### src/rtl/pong_if.sv
// Game-side bundle of the pong engine: tick/start/paddle bitmaps in, ball, scores and status out.
// The engine attaches through the slave modport; the game controller drives the master side.
interface pong_if #(
  parameter int COLS = 16,
  parameter int ROWS = 16
) ();
  logic                    tick;
  logic                    start;
  logic [ROWS-1:0]         lpaddle;
  logic [ROWS-1:0]         rpaddle;
  logic [$clog2(COLS)-1:0] x;
  logic [$clog2(ROWS)-1:0] y;
  logic [3:0]              score_p1;
  logic [3:0]              score_p2;
  logic [2:0]              state;
  logic                    winner;
  logic                    hit;
  logic                    point;

  modport master (
    output tick, start, lpaddle, rpaddle,
    input  x, y, score_p1, score_p2, state, winner, hit, point
  );

  modport slave (
    input  tick, start, lpaddle, rpaddle,
    output x, y, score_p1, score_p2, state, winner, hit, point
  );
endinterface

### src/rtl/pong_engine.sv
// Pong game core for a COLS x ROWS LED matrix: ball physics, paddle deflection, speed-up, scoring
// and match FSM. Define AUTO_SERVE_EN to let SERVE launch the ball by itself after HOLD_TICKS ticks.
module pong_engine #(
  parameter int COLS       = 16,
  parameter int ROWS       = 16,
  parameter int SPEED_INIT = 20,
  parameter int SPEED_MIN  = 5,
  parameter int SPEED_STEP = 1,
  parameter int WIN_SCORE  = 9,
  parameter int HOLD_TICKS = 500
) (
  input logic  clk,
  input logic  reset,
  pong_if.slave bus
);
  localparam int XW = $clog2(COLS);
  localparam int YW = $clog2(ROWS);
  localparam int PW = $clog2(SPEED_INIT + 1);
  localparam int HW = $clog2(HOLD_TICKS + 1);

  localparam logic [XW-1:0] X_MID = XW'(COLS / 2);
  localparam logic [YW-1:0] Y_MID = YW'(ROWS / 2);
  localparam logic [YW-1:0] Y_MAX = YW'(ROWS - 1);
  localparam logic [PW-1:0] P_INIT = PW'(SPEED_INIT);
  localparam logic [3:0]    S_WIN = 4'(WIN_SCORE);

  typedef enum logic [2:0] {
    S_IDLE     = 3'd0,
    S_SERVE    = 3'd1,
    S_PLAY     = 3'd2,
    S_POINT    = 3'd3,
    S_GAMEOVER = 3'd4
  } state_t;

  typedef enum logic [1:0] {DY_ZERO, DY_POS, DY_NEG} dy_t;

  state_t        state_q;
  logic [XW-1:0] x_q;
  logic [YW-1:0] y_q;
  logic          dx_pos;
  dy_t           dy_q;
  logic [PW-1:0] period_q;
  logic [PW-1:0] step_cnt;
  logic [HW-1:0] hold_cnt;
  logic [3:0]    score_p1_q;
  logic [3:0]    score_p2_q;
  logic          winner_q;
  logic          hit_q;
  logic          point_q;
  logic          start_q;

  logic start_rise, hold_done, step_done, scorer_won, enter_serve;

  assign start_rise = bus.start & ~start_q;
  assign hold_done  = (hold_cnt == HW'(HOLD_TICKS - 1));
  assign step_done  = (step_cnt == period_q - PW'(1));
  // While frozen in POINT the ball still moves toward the conceding side, so dx names the scorer.
  assign scorer_won = dx_pos ? (score_p1_q == S_WIN) : (score_p2_q == S_WIN);
  assign enter_serve = ((state_q == S_IDLE || state_q == S_GAMEOVER) && start_rise) ||
                       (state_q == S_POINT && bus.tick && hold_done && !scorer_won);

  // Per-step kinematics, evaluated every cycle and used only when a step fires.
  dy_t             dy_wall, dy_hit;
  logic [YW-1:0]   y_moved;
  logic            at_left, at_right, paddle_hit, paddle_miss, edge_top, edge_bot;
  logic [ROWS-1:0] pad;
  logic [ROWS+1:0] pad_ext;
  logic [YW:0]     y_ext;
  logic [PW-1:0]   period_dec;
  int              period_sub;

  // NOTE: every always_comb output gets a default first, so no path can leave a latch behind.
  always_comb begin
    dy_wall = dy_q;
    if (y_q == '0 && dy_q == DY_NEG)         dy_wall = DY_POS;
    else if (y_q == Y_MAX && dy_q == DY_POS) dy_wall = DY_NEG;

    unique case (dy_wall)
      DY_POS:  y_moved = y_q + YW'(1);
      DY_NEG:  y_moved = y_q - YW'(1);
      default: y_moved = y_q;
    endcase

    at_left     = (x_q == XW'(1)) && !dx_pos;
    at_right    = (x_q == XW'(COLS - 2)) && dx_pos;
    pad         = at_left ? bus.lpaddle : bus.rpaddle;
    paddle_hit  = (at_left || at_right) && pad[y_q];
    paddle_miss = (at_left || at_right) && !pad[y_q];

    // Zero-padded bitmap: the matrix edge counts as an unlit neighbour of the paddle.
    pad_ext  = {1'b0, pad, 1'b0};
    y_ext    = {1'b0, y_q};
    edge_top = ~pad_ext[y_ext];
    edge_bot = ~pad_ext[y_ext + (YW+1)'(2)];

    dy_hit = dy_wall;
    if (edge_top && !edge_bot)      dy_hit = DY_NEG;
    else if (edge_bot && !edge_top) dy_hit = DY_POS;
    if (y_moved == '0 && dy_hit == DY_NEG)         dy_hit = DY_POS;
    else if (y_moved == Y_MAX && dy_hit == DY_POS) dy_hit = DY_NEG;

    period_sub = int'(period_q) - SPEED_STEP;
    if (period_sub < SPEED_MIN) period_sub = SPEED_MIN;
    period_dec = PW'(period_sub);
  end

  // NOTE: state registers use non-blocking assignments and reset asynchronously on reset low.
  always_ff @(posedge clk or negedge reset) begin
    if (!reset) begin
      state_q    <= S_IDLE;
      x_q        <= X_MID;
      y_q        <= Y_MID;
      dx_pos     <= 1'b1;
      dy_q       <= DY_ZERO;
      period_q   <= P_INIT;
      step_cnt   <= '0;
      hold_cnt   <= '0;
      score_p1_q <= '0;
      score_p2_q <= '0;
      winner_q   <= 1'b0;
      hit_q      <= 1'b0;
      point_q    <= 1'b0;
      start_q    <= 1'b0;
    end else begin
      start_q <= bus.start;
      hit_q   <= 1'b0;
      point_q <= 1'b0;

      unique case (state_q)
        S_IDLE: ;

        S_SERVE: begin
          if (start_rise) begin
            state_q  <= S_PLAY;
            step_cnt <= '0;
          end
`ifdef AUTO_SERVE_EN
          else if (bus.tick) begin
            if (hold_done) begin
              state_q  <= S_PLAY;
              step_cnt <= '0;
            end else begin
              hold_cnt <= hold_cnt + HW'(1);
            end
          end
`endif
        end

        S_PLAY: begin
          if (bus.tick) begin
            if (!step_done) begin
              step_cnt <= step_cnt + PW'(1);
            end else begin
              step_cnt <= '0;
              y_q      <= y_moved;
              if (paddle_hit) begin
                x_q      <= at_left ? XW'(2) : XW'(COLS - 3);
                dx_pos   <= at_left;
                dy_q     <= dy_hit;
                period_q <= period_dec;
                hit_q    <= 1'b1;
              end else if (paddle_miss) begin
                x_q      <= at_left ? '0 : XW'(COLS - 1);
                dy_q     <= dy_wall;
                point_q  <= 1'b1;
                hold_cnt <= '0;
                state_q  <= S_POINT;
                if (at_left && score_p2_q != S_WIN)  score_p2_q <= score_p2_q + 4'd1;
                if (at_right && score_p1_q != S_WIN) score_p1_q <= score_p1_q + 4'd1;
              end else begin
                x_q  <= dx_pos ? x_q + XW'(1) : x_q - XW'(1);
                dy_q <= dy_wall;
              end
            end
          end
        end

        S_POINT: begin
          if (bus.tick) begin
            if (!hold_done) begin
              hold_cnt <= hold_cnt + HW'(1);
            end else if (scorer_won) begin
              state_q  <= S_GAMEOVER;
              winner_q <= !dx_pos;
            end
          end
        end

        S_GAMEOVER: begin
          if (start_rise) begin
            score_p1_q <= '0;
            score_p2_q <= '0;
            dx_pos     <= 1'b1;
          end
        end

        default: state_q <= S_IDLE;
      endcase

      // Serve setup overrides whatever the branch above did to the ball.
      if (enter_serve) begin
        state_q  <= S_SERVE;
        x_q      <= X_MID;
        y_q      <= Y_MID;
        dy_q     <= DY_ZERO;
        period_q <= P_INIT;
        step_cnt <= '0;
        hold_cnt <= '0;
      end
    end
  end

  assign bus.x        = x_q;
  assign bus.y        = y_q;
  assign bus.score_p1 = score_p1_q;
  assign bus.score_p2 = score_p2_q;
  assign bus.state    = state_q;
  assign bus.winner   = winner_q;
  assign bus.hit      = hit_q;
  assign bus.point    = point_q;
endmodule
### src/flat_wrapper.sv
// flat-port wrapper written by rule: the top's interface ports become plain ports
module pong_engine_flat 
#(
  parameter int COLS       = 16,
  parameter int ROWS       = 16,
  parameter int SPEED_INIT = 20,
  parameter int SPEED_MIN  = 5,
  parameter int SPEED_STEP = 1,
  parameter int WIN_SCORE  = 9,
  parameter int HOLD_TICKS = 500
)
  (clk, reset, bus_tick, bus_start, bus_lpaddle, bus_rpaddle, bus_x, bus_y, bus_score_p1, bus_score_p2, bus_state, bus_winner, bus_hit, bus_point);
  pong_if #(.COLS(COLS), .ROWS(ROWS)) bus_i ();
  input logic clk;
  input logic reset;
  input wire logic [$bits(bus_i.tick)-1:0] bus_tick;
  input wire logic [$bits(bus_i.start)-1:0] bus_start;
  input wire logic [$bits(bus_i.lpaddle)-1:0] bus_lpaddle;
  input wire logic [$bits(bus_i.rpaddle)-1:0] bus_rpaddle;
  output wire logic [$bits(bus_i.x)-1:0] bus_x;
  output wire logic [$bits(bus_i.y)-1:0] bus_y;
  output wire logic [$bits(bus_i.score_p1)-1:0] bus_score_p1;
  output wire logic [$bits(bus_i.score_p2)-1:0] bus_score_p2;
  output wire logic [$bits(bus_i.state)-1:0] bus_state;
  output wire logic [$bits(bus_i.winner)-1:0] bus_winner;
  output wire logic [$bits(bus_i.hit)-1:0] bus_hit;
  output wire logic [$bits(bus_i.point)-1:0] bus_point;
  assign bus_i.tick = bus_tick;
  assign bus_i.start = bus_start;
  assign bus_i.lpaddle = bus_lpaddle;
  assign bus_i.rpaddle = bus_rpaddle;
  assign bus_x = bus_i.x;
  assign bus_y = bus_i.y;
  assign bus_score_p1 = bus_i.score_p1;
  assign bus_score_p2 = bus_i.score_p2;
  assign bus_state = bus_i.state;
  assign bus_winner = bus_i.winner;
  assign bus_hit = bus_i.hit;
  assign bus_point = bus_i.point;
  pong_engine #(.COLS(COLS), .ROWS(ROWS), .SPEED_INIT(SPEED_INIT), .SPEED_MIN(SPEED_MIN), .SPEED_STEP(SPEED_STEP), .WIN_SCORE(WIN_SCORE), .HOLD_TICKS(HOLD_TICKS)) u_core (.clk(clk), .reset(reset), .bus(bus_i));
endmodule
### config.mk
export PLATFORM = sky130hd
export DESIGN_NAME = pong_engine_flat
export DESIGN_NICKNAME = d
export VERILOG_FILES = /design/src/rtl/pong_if.sv /design/src/rtl/pong_engine.sv /design/src/flat_wrapper.sv
export SDC_FILE = /design/constraint.sdc
export NUM_CORES = 1
export LEC_CHECK = 0
export CORE_MARGIN = 3
export CORE_UTILIZATION = 41
export CTS_CLUSTER_DIAMETER = 40
export DETAILED_ROUTE_END_ITERATION = 12
export PLACE_DENSITY = 0.59
export SYNTH_ARGS = -nofsm -noshare
export SYNTH_HDL_FRONTEND = slang
export SYNTH_SLANG_ARGS = --single-unit
export TNS_END_PERCENT = 30
### constraint.sdc
create_clock -name clk -period 3.53 [get_ports clk]
set_input_delay 0.353 -clock clk [delete_from_list [all_inputs] [get_ports clk]]
set_output_delay 0.353 -clock clk [all_outputs]
set_load 0.02 [all_outputs]
==> flow_metrics.py <==
metrics = {
    "timing": {
        "clock_skew_ps": 11.8,
        "period_minus_slack_ps": 3220,
        "tightestPinTransition_ps": 1050,
        "grt_setup_unrepaired": "false",
        "relSlewSlack_pct": 29.9,
        "fin_ws_ps": 308,
        "fmax_mhz": 310,
        "whs_ps": 225,
        "setup_viol": 0,
        "layout_worst_path_cycle_share_pct": 91.3,
        "finalHoldViolations": 0,
        "tns_ps": 0,
        "drv_slew": 0,
    },
    "routing": {
        "drt_iter0_markers": 196,
        "routed_via_density": 5.75,
        "routed_wl_um": 9990,
        "drtAntennaViolNets": 0,
        "drc": 0,
        "vias": 3496,
        "wl_per_cell_um": 16.4,
        "first_pass_iters": 4,
    },
    "run_status": {
        "status": "completed",
    },
    "floorplan": {
        "start_util_pct": 43.0,
        "ios": 58,
        "die_y_um": 103,
        "dieWidth_um": 103,
        "rows": 34,
        "core-area_mm2": 0.00889,
        "die_area_mm2": 0.0105,
    },
    "clocking": {
        "tritoncts": "built",
        "postCtsHoldBufs": 0,
        "h-tree-depth": 2,
        "clk_pin_slew_ps": 100,
        "cts_buffer_depth": 2,
        "cts-root-buf": "clkbuf_8",
        "cts_setup_buffers": 0,
        "clock_latency_ps": 310,
        "clock_sink_count": 45,
        "cts_buffers": 5,
        "post_cts_resized": 0,
    },
    "synthesis": {
        "synth_edf_count": 0,
        "yosys.area.top_type": "dfrtp_1",
        "ys_warn_count": 0,
        "ys_seq_elements": 45,
        "synthCells": 443,
        "seq_area_frac_synth_pct": 29.6,
        "synth-async-reset-ratio_pct": 100,
        "synth_top_area_share_pct": 26.2,
        "syn_avg_cell_area_um2": 8.63,
        "synth_area_mm2": 0.00382,
        "ys_top_cells_by_area": "dfrtp_1, ha_1, nand2_1, mux2i_1, mux4_1",
        "synth_nets": 495,
        "synth_flop_cell": "dfrtp_1",
        "synth_cell_types": 73,
    },
    "final_layout": {
        "seqCellArea_mm2": 0.00113,
        "diodes": 0,
        "areaGrowthSynthToFinish_pct": 21.7,
        "final_area_mm2": 0.00465,
        "fin_nets": 551,
        "multiInputGateArea_mm2": 0.00251,
        "fill_cells": 852,
        "drive_gt1_share_pct": 9.20,
    },
    "setup_path": {
        "end_kind": "flop",
        "crit_path_start_kind": "flop",
        "worstPathRequired_ps": 3730,
        "path_max_fanout": 26,
        "timing.critical_path.arrival_ps": 3420,
        "critPathKind": "reg -> reg",
    },
    "grt": {
        "antenna_found_initial": 0,
        "grt_pass1_vias": 3381,
        "grt_use_total_pct": 19.6,
        "overflow": 0,
        "grt_max_degree": 46,
        "grt_pass1_wl_um": 16600,
    },
    "placement": {
        "port_buffers": 57,
        "place_area_mm2": 0.00453,
        "post-place-ws_ps": 339,
        "dp_hpwl_um": 7620,
        "gp_congestion": 0.898,
    },
    "power": {
        "powerDensity_mw_per_mm2": 357,
        "p_leak_nw": 1.89,
        "ir_worst_vdd_uv": 344,
    },
    "worst_hold_path": {
        "min_path_type": "in -> async",
    },
    "flow_run": {
        "cap_viol_max_count": 0,
    },
}
## layout make-up
type                    count  share of cell area [%]
well taps                 108                    2.91
inverters                  20                    1.61
multi-input cells         357                    53.9
clock inverters             2                   0.888
repair buffers             70                    14.5
flip-flops and latches     45                    24.3
clock buffers               6                    1.78
## routing by layer
| layer | global-route usage [%] | vias up | wire, um |
|---|---|---|---|
| met5 | 0 | - | 0 |
| met4 | 4.44 | 0 | 119 |
| met3 | 2.37 | 10 | 348 |
| met2 | 31.3 | 82 | 4790 |
| met1 | 28.4 | 1654 | 4740 |
| li1 | - | 1750 | - |
## logic make-up after synthesis
group,share of synthesized area [%]
simple gates,25.5
compound gates,19.2
flops,29.6
buf+inv,4.75
mux,12.1
fa+ha+maj,5.79
xor+xnor,2.98
## registers in the layout, summed over array words and instances (netlist names)
| signal | cells |
|---|---|
| u_core.bus.point | 1 |
| u_core.dy_q | 2 |
| u_core.hold_cnt | 9 |
| u_core.bus.winner | 1 |
| u_core.bus.state | 3 |
| u_core.bus.y | 4 |
| u_core.bus.score_p1 | 4 |
| u_core.bus.hit | 1 |
| u_core.period_q | 5 |
| u_core.bus.score_p2 | 4 |
| u_core.step_cnt | 5 |
| u_core.bus.x | 4 |
| u_core.dx_pos | 1 |
| u_core.start_q | 1 |
## cells in the final DEF, fill, tap and decap left out, types with 6 or more instances in the layout
master           count
nand3_1             22
nand2_1             47
o31ai_1              6
mux4_1               6
mux2_2               8
and2_1               7
nand4_1              8
nand2b_1            14
ha_1                16
inv_1               19
xnor2_1             10
clkbuf_8             6
nor2_1              40
buf_4               12
a21o_1              10
dfrtp_1             40
o21ai_0             21
nor3_1              15
mux2i_1             16
nor2b_1             10
a21oi_1             11
o21a_1               7
clkdlybuf4s50_1     56
## cell usage after synthesis (3+ instances only)
master and n:
dfstp_2 5, and3_1 4, o31ai_1 6, nor4_1 3, mux2i_1 16, o22ai_1 4, a21oi_1 11, nand3_1 22
o21ai_0 21, buf_2 4, dfrtp_1 40, nand2_1 47, clkbuf_1 12, o211ai_1 4, inv_1 19, or3_1 3
nand4_1 8, a22o_1 4, a31oi_1 5, a22oi_1 3, mux2_2 8, nor3_1 15, nand2b_1 14, xnor2_1 10
o21a_1 7, and2_1 7, a21o_1 10, or4_1 3, nor2b_1 10, nor2_1 40, nand3b_1 3, ha_1 16
xor2_1 3, mux4_1 6
## metrics by stage
| step | utilization (%) | cells | total power [W] |
|---|---|---|---|
| final | 52.3 | 608 | 0.00166 |
| after global routing | 52.3 | 608 | 0.00179 |
| after CTS | 52.3 | 608 | 0.00169 |
| after detailed placement | 50.9 | 600 | 0.00124 |
| after global placement | 50.9 | 600 | 0.00124 |
| after floorplan | - | 443 | 0.000996 |
## worst paths after layout
kind | from | to | slack [ps] | cells past startpoint
max | u_core.bus.x[1]$_DFFE_PN0P_ | u_core.hold_cnt[2]$_DFFE_PN0P_ | 310 | 11
min | reset | u_core.period_q[0]$_DFFE_PN0P_ | 220 | 1
max reg2reg | u_core.bus.x[1]$_DFFE_PN0P_ | u_core.hold_cnt[2]$_DFFE_PN0P_ | 310 | 11
min reg2reg | u_core.bus.winner$_DFFE_PN0P_ | u_core.bus.winner$_DFFE_PN0P_ | 520 | 2
max in group asynchronous | reset | u_core.bus.x[0]$_DFFE_PN0P_ | 2650 | 1
min in group clk | u_core.bus.winner$_DFFE_PN0P_ | u_core.bus.winner$_DFFE_PN0P_ | 520 | 2
## power by group
part | switching (W) | internal [W]
sequential | 0.000101 | 0.000573
clock | 0.000196 | 0.000236
combinational | 0.000294 | 0.000262
## critical path, stage by stage, from the launching register on
cell	delay (ps)
dfrtp_1	450
inv_1	100
ha_1	160
nor4b_4	240
buf_12	220
mux4_1	570
a22oi_1	170
nand2_1	80
o22a_2	350
o31ai_2	320
o21ai_0	160
a32o_1	270
Power figures use the tool's default switching activity.
